`config.mk`:
```
export PLATFORM = sky130hd
export DESIGN_NAME = rf_wb_scheduler
export DESIGN_NICKNAME = d
export VERILOG_FILES = /design/src/rtl/rf_wb_scheduler_pkg.sv /design/src/rtl/rf_rr_arb2.sv /design/src/rtl/rf_wb_scheduler.sv
export SDC_FILE = /design/constraint.sdc
export NUM_CORES = 1
export LEC_CHECK = 0
export ABC_AREA = 1
export CELL_PAD_IN_SITES_DETAIL_PLACEMENT = 0
export CELL_PAD_IN_SITES_GLOBAL_PLACEMENT = 1
export CORE_ASPECT_RATIO = 1.1
export CORE_MARGIN = 1
export CORE_UTILIZATION = 24
export DETAILED_ROUTE_END_ITERATION = 10
export PLACE_DENSITY = 0.78
export SETUP_SLACK_MARGIN = 0.05
export SLEW_MARGIN = 30
export SYNTH_ARGS = -nofsm -noshare
export SYNTH_HDL_FRONTEND = slang
export SYNTH_HIERARCHICAL = 1
export SYNTH_SLANG_ARGS = --single-unit
```
`constraint.sdc`:
```
create_clock -name clk -period 2.1 [get_ports clk]
set_input_delay 0.42 -clock clk [delete_from_list [all_inputs] [get_ports clk]]
set_output_delay 0.42 -clock clk [all_outputs]
set_load 0.005 [all_outputs]
```
`src/rtl/rf_wb_scheduler_pkg.sv`:
```
// Shared definitions for the register-file write-back scheduler:
// FSM state encoding, round-robin requester IDs and default geometry.
package rf_wb_scheduler_pkg;

   localparam int NREG_DEF = 8;
   localparam int AW_DEF   = 3;
   localparam int DW_DEF   = 32;

   typedef enum logic {
      ST_RUN  = 1'b0,
      ST_INIT = 1'b1
   } state_e;

   typedef enum logic {
      RR_A = 1'b0,
      RR_B = 1'b1
   } rr_e;

endpackage

```
`src/rtl/rf_rr_arb2.sv`:
```
// Two-requester round-robin arbiter (req[0] = ALU, req[1] = load).
// A lone requester always wins; on contention the one not served last wins.
// The rr_last flop only moves on an actual contest, and not while blocked.
module rf_rr_arb2
   import rf_wb_scheduler_pkg::*;
(
   input  logic       clk,
   input  logic       cr,
   input  logic [1:0] req,
   input  logic       block,
   output logic [1:0] gnt
);

   rr_e rr_last_q;
   rr_e rr_last_d;

   // Grant decode and next value of the last-winner flop
   always_comb begin
      gnt[0]    = req[0] & ~block & (~req[1] | (rr_last_q == RR_B));
      gnt[1]    = req[1] & ~block & (~req[0] | (rr_last_q == RR_A));
      rr_last_d = rr_last_q;
      if ((&req) && !block) begin
         rr_last_d = gnt[0] ? RR_A : RR_B;
      end
   end

   // Last-winner register; reset favours A for the first contest
   always_ff @(posedge clk or negedge cr) begin
      if (!cr) begin
         rr_last_q <= RR_B;
      end else begin
         rr_last_q <= rr_last_d;
      end
   end

endmodule

```
`src/rtl/rf_wb_scheduler.sv`:
```
// Write-back scheduler owning the single write port of the register file.
// Arbitrates ALU (A) and load (B) write-backs round-robin and sequences a
// zero-fill clear walk over all registers.
// Optional feature macro: RF_FWD_EN adds a combinational write-to-read
// forwarding mux (rd_addr_a/b, rf_qa/qb in, fwd_qa/qb out).
module rf_wb_scheduler
   import rf_wb_scheduler_pkg::*;
#(
   parameter int NREG          = NREG_DEF,
   parameter int AW            = AW_DEF,
   parameter int DW            = DW_DEF,
   parameter int INIT_ON_RESET = 1
) (
   input  logic          clk,
   input  logic          cr,
   input  logic          a_valid,
   input  logic [AW-1:0] a_addr,
   input  logic [DW-1:0] a_data,
   output logic          a_ready,
   input  logic          b_valid,
   input  logic [AW-1:0] b_addr,
   input  logic [DW-1:0] b_data,
   output logic          b_ready,
   input  logic          init_req,
   output logic          busy,
   output logic          init_done,
   output logic          rf_we,
   output logic [AW-1:0] rf_addr,
   output logic [DW-1:0] rf_di
`ifdef RF_FWD_EN
   ,
   input  logic [AW-1:0] rd_addr_a,
   input  logic [AW-1:0] rd_addr_b,
   input  logic [DW-1:0] rf_qa,
   input  logic [DW-1:0] rf_qb,
   output logic [DW-1:0] fwd_qa,
   output logic [DW-1:0] fwd_qb
`endif
);

   state_e        state_q, state_d;
   logic [AW-1:0] cnt_q, cnt_d;
   logic          we_q, we_d;
   logic [AW-1:0] addr_q, addr_d;
   logic [DW-1:0] di_q, di_d;
   logic          done_q, done_d;
   logic          busy_q, busy_d;
   logic [1:0]    gnt;
   logic          arb_block;

   // Requesters are held off while walking or when a walk is being requested
   assign arb_block = init_req | (state_q == ST_INIT);

   rf_rr_arb2 u_arb (
      .clk   (clk),
      .cr    (cr),
      .req   ({b_valid, a_valid}),
      .block (arb_block),
      .gnt   (gnt)
   );

   assign a_ready   = gnt[0];
   assign b_ready   = gnt[1];
   assign rf_we     = we_q;
   assign rf_addr   = addr_q;
   assign rf_di     = di_q;
   assign init_done = done_q;
   assign busy      = busy_q;

   // Next-state logic: accepted request or walk step is staged for the write port
   always_comb begin
      state_d = state_q;
      cnt_d   = cnt_q;
      we_d    = 1'b0;
      addr_d  = addr_q;
      di_d    = di_q;
      done_d  = 1'b0;
      case (state_q)
         ST_RUN: begin
            if (init_req) begin
               state_d = ST_INIT;
               cnt_d   = '0;
            end else if (gnt[0]) begin
               we_d   = 1'b1;
               addr_d = a_addr;
               di_d   = a_data;
            end else if (gnt[1]) begin
               we_d   = 1'b1;
               addr_d = b_addr;
               di_d   = b_data;
            end
         end
         ST_INIT: begin
            we_d   = 1'b1;
            addr_d = cnt_q;
            di_d   = '0;
            cnt_d  = cnt_q + AW'(1);
            if (cnt_q == AW'(NREG - 1)) begin
               state_d = ST_RUN;
               done_d  = 1'b1;
            end
         end
         default: state_d = ST_RUN;
      endcase
      // busy covers the walk including the cycle its last write is driven
      busy_d = (state_d == ST_INIT) | done_d;
   end

   // FSM, walk counter and registered write-port outputs
   always_ff @(posedge clk or negedge cr) begin
      if (!cr) begin
         state_q <= (INIT_ON_RESET != 0) ? ST_INIT : ST_RUN;
         cnt_q   <= '0;
         we_q    <= 1'b0;
         addr_q  <= '0;
         di_q    <= '0;
         done_q  <= 1'b0;
         busy_q  <= (INIT_ON_RESET != 0);
      end else begin
         state_q <= state_d;
         cnt_q   <= cnt_d;
         we_q    <= we_d;
         addr_q  <= addr_d;
         di_q    <= di_d;
         done_q  <= done_d;
         busy_q  <= busy_d;
      end
   end

`ifdef RF_FWD_EN
   // Bypass the register file's write-to-read latency for the write in flight
   always_comb begin
      fwd_qa = (we_q && (addr_q == rd_addr_a)) ? di_q : rf_qa;
      fwd_qb = (we_q && (addr_q == rd_addr_b)) ? di_q : rf_qb;
   end
`endif

endmodule

```
==> run metrics, run 1 <==
status finished clean; Worst Tran Pin Value roughly 560 ps; Core Util, Final 0.411; DP HPWL 4880 µm; Post-Syn Area per Cell 7.33 µm²; Total Nets Final 503; gpl congestion slightly above 0.7; Final Non-Filler Cells around 540; Yosys top cell by area dfrtp_1; H-Tree Level Count 2; GRT Resource Usage Total 0.145; FMAX between 0.5 and 0.6 GHz; Routed Antenna Nets 0; Setup TNS 0 ps; area of the core roughly 9000 µm²; Leakage between 1.5 and 2 nW; chip width roughly 94 µm; Hold WC Path Type input port to asynchronous set/reset pin; Non-Filler Cell Area, Final 3700 µm²; Commonest cells post-synth nand2_1 (122), nand3_1 (42), dfrtp_1 (40), nor2_1 (29), a21oi_1 (21); first-pass GRT wire length between 10000 and 15000 µm; Post-Route WL roughly 7000 µm; hold_buf cts 0; number of DRC markers in iteration 0 82; most common cell in the netlist nand2_1; height of the die around 100 µm; DP Worst Slack -112 ps; arrival time worst endpoint about 1500 ps; CTS tree built; Post-synth ARST share 1.00; Fin. Hold Viols 0; # clock sinks 43; DRT Pass-1 Iters 4; post-synthesis cell area between 2000 and 2500 µm²; Worst Skew about 6.2 ps; IO Port Bufs 114; # rows 36; clock root buffer clkbuf_8; Synth top area share 0.443; CP top delay family buffers and inverters; # IOs 115; Max Cap Viol 0; Syn Nets between 300 and 400; internal power approximately 2.4 mW; Reg clk slew, reported paths ~80 ps; Slew HR 0.628; gr ovfl total 0; Clock Power Share 0.151; Reg power frac 0.355; # setup viols final 0; Cell Chain, Critical Path clkdlybuf4s50_1, inv_1, nand2_1, inv_1, nand2_1, a21oi_4, dlygate4sd2_1; starting density of the core 0.251; CP Buf/Inv Count 4; VDD IR max between 0.2 and 0.3 mV; pin count of the biggest net entering global routing between 50 and 60; later-pin clock latency in the skew report ~290 ps; vias in the first global route 2333; synthesis-stage register bit count 43; pwr dens 1010 nW/µm²; Synth Flop Type dfrtp_1; max-slew violation count 0; hold_ws between 90 and 100 ps; Area after DPL 3600 µm²; RSZ-0062 raised after global routing no; TritonCTS buffer count 5; total power 3.74 mW; Ys Warns 6; Die ar. just under 10000 µm²; Final Critical Period 1950 ps; EDFF count, synth 0; setup ws final about 150 ps; share of cells above drive strength 1 0.0796; Seq/Total Area, Yosys 0.478; CP peak stage delay 400 ps; detailed-route wire length per cell around 13 µm; cell total after placement roughly 530; area grow syn2layout 63.8%; switch share 0.366; post-synthesis cell count slightly above 300; Worst setup EP type output pin; Period Utilization, post-route 0.927; top cells by area, synth dfrtp_1 (44%), nand2_1 (20%), nand3_1 (9.3%); CP max stage cell clkdlybuf4s50_1; Logic pwr share 0.494; post-synthesis cell type count 18; critical path class input port to output pin; Crit path required time between 1500 and 2000 ps; vias per cell 4.38; P_sw roughly 1.4 mW; DRC violations left 0; CP max FO 3; initial antenna violation count 0; vias roughly 2400; CTS Buffer Depth 2; Critical Path Source Type input port
registers in the layout (all words and copies together), names as in the netlist:
signal	flops
u_arb/rr_last_q	1
init_done	1
rf_di	32
cnt_q	3
rf_we	1
rf_addr	3
busy	1
state_q	1
final timing paths:
check	start	end	slack (ps)	cells past startpoint
hold reg to reg	u_arb/rr_last_q	u_arb/rr_last_q	490	2
setup reg to reg	state_q	rf_di[31]	360	11
max in group asynchronous	cr	rf_di[20]	1500	2
setup / recovery	init_req	a_ready	150	7
min in group clk	u_arb/rr_last_q	u_arb/rr_last_q	490	2
hold / removal	cr	rf_di[0]	90	1
worst register-to-register path: stages (launching register included):
cell	delay (ps)
dfstp_2	540
inv_2	40
nand2_1	60
inv_1	70
nand2_1	110
a21oi_4	50
buf_4	140
o21ai_4	210
nand2_4	80
buf_4	200
nand2_1	90
nand2_1	50
routing by layer:
metal | global-route usage | vias up | part of all wire
li1 | - | 1219 | -
met1 | 0.170 | 1075 | 0.43
met2 | 0.259 | 74 | 0.49
met3 | 0.0382 | 5 | 0.072
met4 | 0.0314 | 0 | 0.0082
met5 | 0 | - | 0
power groups by stage:
stage | combinational (mW) | sequential (mW) | clock (mW)
2_1_floorplan | 0.885 | 1.34 | 0
3_3_place_gp | 1.85 | 1.33 | 0
3_5_place_dp | 1.87 | 1.34 | 0
4_1_cts | 1.88 | 1.33 | 0.589
5_1_grt | 2.06 | 1.36 | 0.622
6_report | 1.84 | 1.33 | 0.564
cell families after synthesis:
logic type	Yosys count	share of synthesized area
buffers and inverters	30	0.0704
adder cells (fa/ha/maj)	2	0.0111
AO/OA/AOI/OAI	39	0.0914
flip-flops	43	0.478
AND/OR/NAND/NOR	194	0.349
placed cells by master (no fill, tap or decap), drive strengths merged, types with 2 or more instances in the layout:
master | synthesis | layout
nand2 | 123 | 123
clkdlybuf4s50 | 0 | 111
nand3 | 42 | 42
dfrtp | 40 | 40
nor2 | 29 | 29
a21oi | 21 | 21
buf | 20 | 19
o21ai | 18 | 18
inv | 8 | 8
clkbuf | 1 | 8
dfstp | 3 | 3
ha | 2 | 2
dlygate4sd2 | 0 | 2
what timing repair did:
action / CTS / global route
setup buffers: 0 / 0
resized for setup: 3 / 0
setup endpoints to repair: 2 / 0
final cells by class:
class	count	area (µm²)
multi-input cells	235	1030
clock buffers	8	100
repair buffers	132	1310
fillers	956	5310
well taps	114	143
flip-flops and latches	43	1080
inverters	9	33.8
diodes	1	2.50
No activity file was read; power rests on OpenSTA's default activity.
==> run 2: changes to the inputs <==
Settings changed: CORE_UTILIZATION 24 to 29, PLACE_DENSITY 0.78 to 0.88, TNS_END_PERCENT set to 5.
Clock period 2.1 ns to 2.4 ns, I/O delays scaled along.
==> run 2 against run 1 <==
Effect of this change:
- wire length shrank 1.8%
- clock-buffer cell count down 1
- design area is 2.4% lower
- clock skew decreased by 0.86 ps
- via count is 1.1% lower
- cell count down 2.8%
- critical endpoint is now b_ready
==> run metrics, run 2 (synthesized netlist as in run 1, its figures left out) <==
Core Util, Final 0.480 (+0.0697); RSZ-0062 raised after global routing yes; arrival time worst endpoint 1830 ps (+300 ps); first-pass GRT wire length 10800 µm (-3.9%); # rows 33 (-8.3%); starting density of the core 0.301 (+0.0498); clock root buffer clkbuf_8; number of DRC markers in iteration 0 48 (-41%); Worst Skew 5.37 ps (-0.864 ps); # setup viols final 0 (unchanged); FMAX 0.432 GHz; CP max FO 3 (unchanged); Worst Tran Pin Value 663 ps (+105 ps); number of flip-flops in the largest register 32 (unchanged); Post-Route WL 6830 µm (-1.8%); DRT Pass-1 Iters 4 (unchanged); CTS tree built; postcts setup bufs 0 (unchanged); Period Utilization, post-route 0.963; # IOs 115 (unchanged); initial antenna violation count 0 (unchanged); commonest non-fill, non-tap cell in the layout nand2_1; filler cell count 768 (-20%); Hold WC Path Type input port to asynchronous set/reset pin; hold_buf cts 0 (unchanged); Reg clk slew, reported paths 80 ps (about the same); gpl congestion 0.730 (+3.6%); status finished clean; Max Cap Viol 0 (unchanged); n_diodes 0 (-1); vias per cell 4.45 (+1.7%); gr ovfl total 0 (unchanged); DP Worst Slack 70.9 ps (+183 ps); Critical Path Source Type input port; later-pin clock latency in the skew report 290 ps (about the same); CTS Buffer Depth 2 (unchanged); hold_ws 217 ps (+123 ps); chip width 86.1 µm (-8.8%); TritonCTS buffer count 5 (unchanged); setup ws final 87.7 ps (-65.1 ps); pwr dens 869 nW/µm² (-14%); Worst setup EP type output pin; Slew HR 0.558 (-0.0698); Crit path required time 1920 ps (+240 ps); Die ar. 8140 µm² (-17%); pin count of the biggest net entering global routing 55 (unchanged); IO Port Bufs 114 (unchanged); share of cells above drive strength 1 0.0664 (-0.0133); total power 3.14 mW (-16%); DP HPWL 4640 µm (-5.0%); critical path class input port to output pin; vias 2347 (-1.1%); vias in the first global route 2287 (-2.0%); DRC violations left 0 (unchanged); post-cts repair resize count 0 (-3); height of the die 94.6 µm (-8.9%); GRT Resource Usage Total 0.170 (+0.0252); Total Nets Final 498 (-0.99%); Fin. Hold Viols 0 (unchanged); Leakage 1.74 nW (-2.0%); commonest cells after routing, fill and taps aside nand2_1 (122), clkdlybuf4s50_1 (112), nand3_1 (42), dfrtp_1 (40), nor2_1 (29); Routed Antenna Nets 0 (unchanged); area of the core 7510 µm² (-17%); max-slew violation count 0 (unchanged); detailed-route wire length per cell 13.0 µm (+1.0%); # clock sinks 43 (unchanged); Setup TNS 0 ps (unchanged); H-Tree Level Count 2 (unchanged); VDD IR max 0.342 mV (+18%); Final Critical Period ~2300 ps; area grow syn2layout 59.8%
[run 2: changes by cell type in the layout (fill, tap and decap cells not counted), sizes merged]
cell	change
buf	-5
dlygate4sd2	-2
clkbuf	-1
clkdlybuf4s50	+1
clkinv	+1
diode	-1
dlymetal6s2s	+1
[run 2: final cells by class]
class,instances,area (µm²),share of cell area
sequential,43,1080,0.299
tap,105,131,0.0364
clock inverter,1,5.00,0.00139
timing repair buffer,127,1250,0.346
clock buffer,7,76.3,0.0211
multi-input combinational,235,1030,0.287
inverter,9,33.8,0.00936
[run 2: per-layer routing]
layer / GRT usage / part of all wire / vias to the layer above
li1: - / - / 1208
met4: 0.0333 / 0.0078 / 0
met1: 0.200 / 0.45 / 1056
met5: 0 / 0 / -
met2: 0.310 / 0.48 / 78
met3: 0.0463 / 0.064 / 5
[run 2: power breakdown]
group	switching [mW]	leakage, nW	internal [mW]
combinational	0.790	1.13	0.744
sequential	0.153	0.565	1.01
clock	0.232	0.0422	0.204
total	1.17	1.74	1.96
[run 2: metrics by stage]
stage	cell area, µm²	cells
final	3610	527
after CTS	3600	527
after global placement	3520	519
after floorplan	2260	308
after detailed placement	3520	519
after global routing	3610	527
[run 2: path summary, 6_finish.rpt]
| path | start | to | slack (ps) | depth (start not counted) |
|---|---|---|---|---|
| setup / recovery | init_req | b_ready | 90 | 7 |
| hold / removal | cr | init_done | 220 | 1 |
| setup reg to reg | state_q | rf_di[14] | 570 | 10 |
| hold reg to reg | u_arb/rr_last_q | u_arb/rr_last_q | 510 | 2 |
| max in group asynchronous | cr | rf_di[17] | 1560 | 2 |
| min in group clk | u_arb/rr_last_q | u_arb/rr_last_q | 510 | 2 |
[run 2: critical path, stage by stage]
cell,delay [ps]
clkdlybuf4s50_1,390
inv_1,70
nand2_1,70
inv_1,90
nand2_1,80
a21oi_2,140
clkdlybuf4s50_1,520
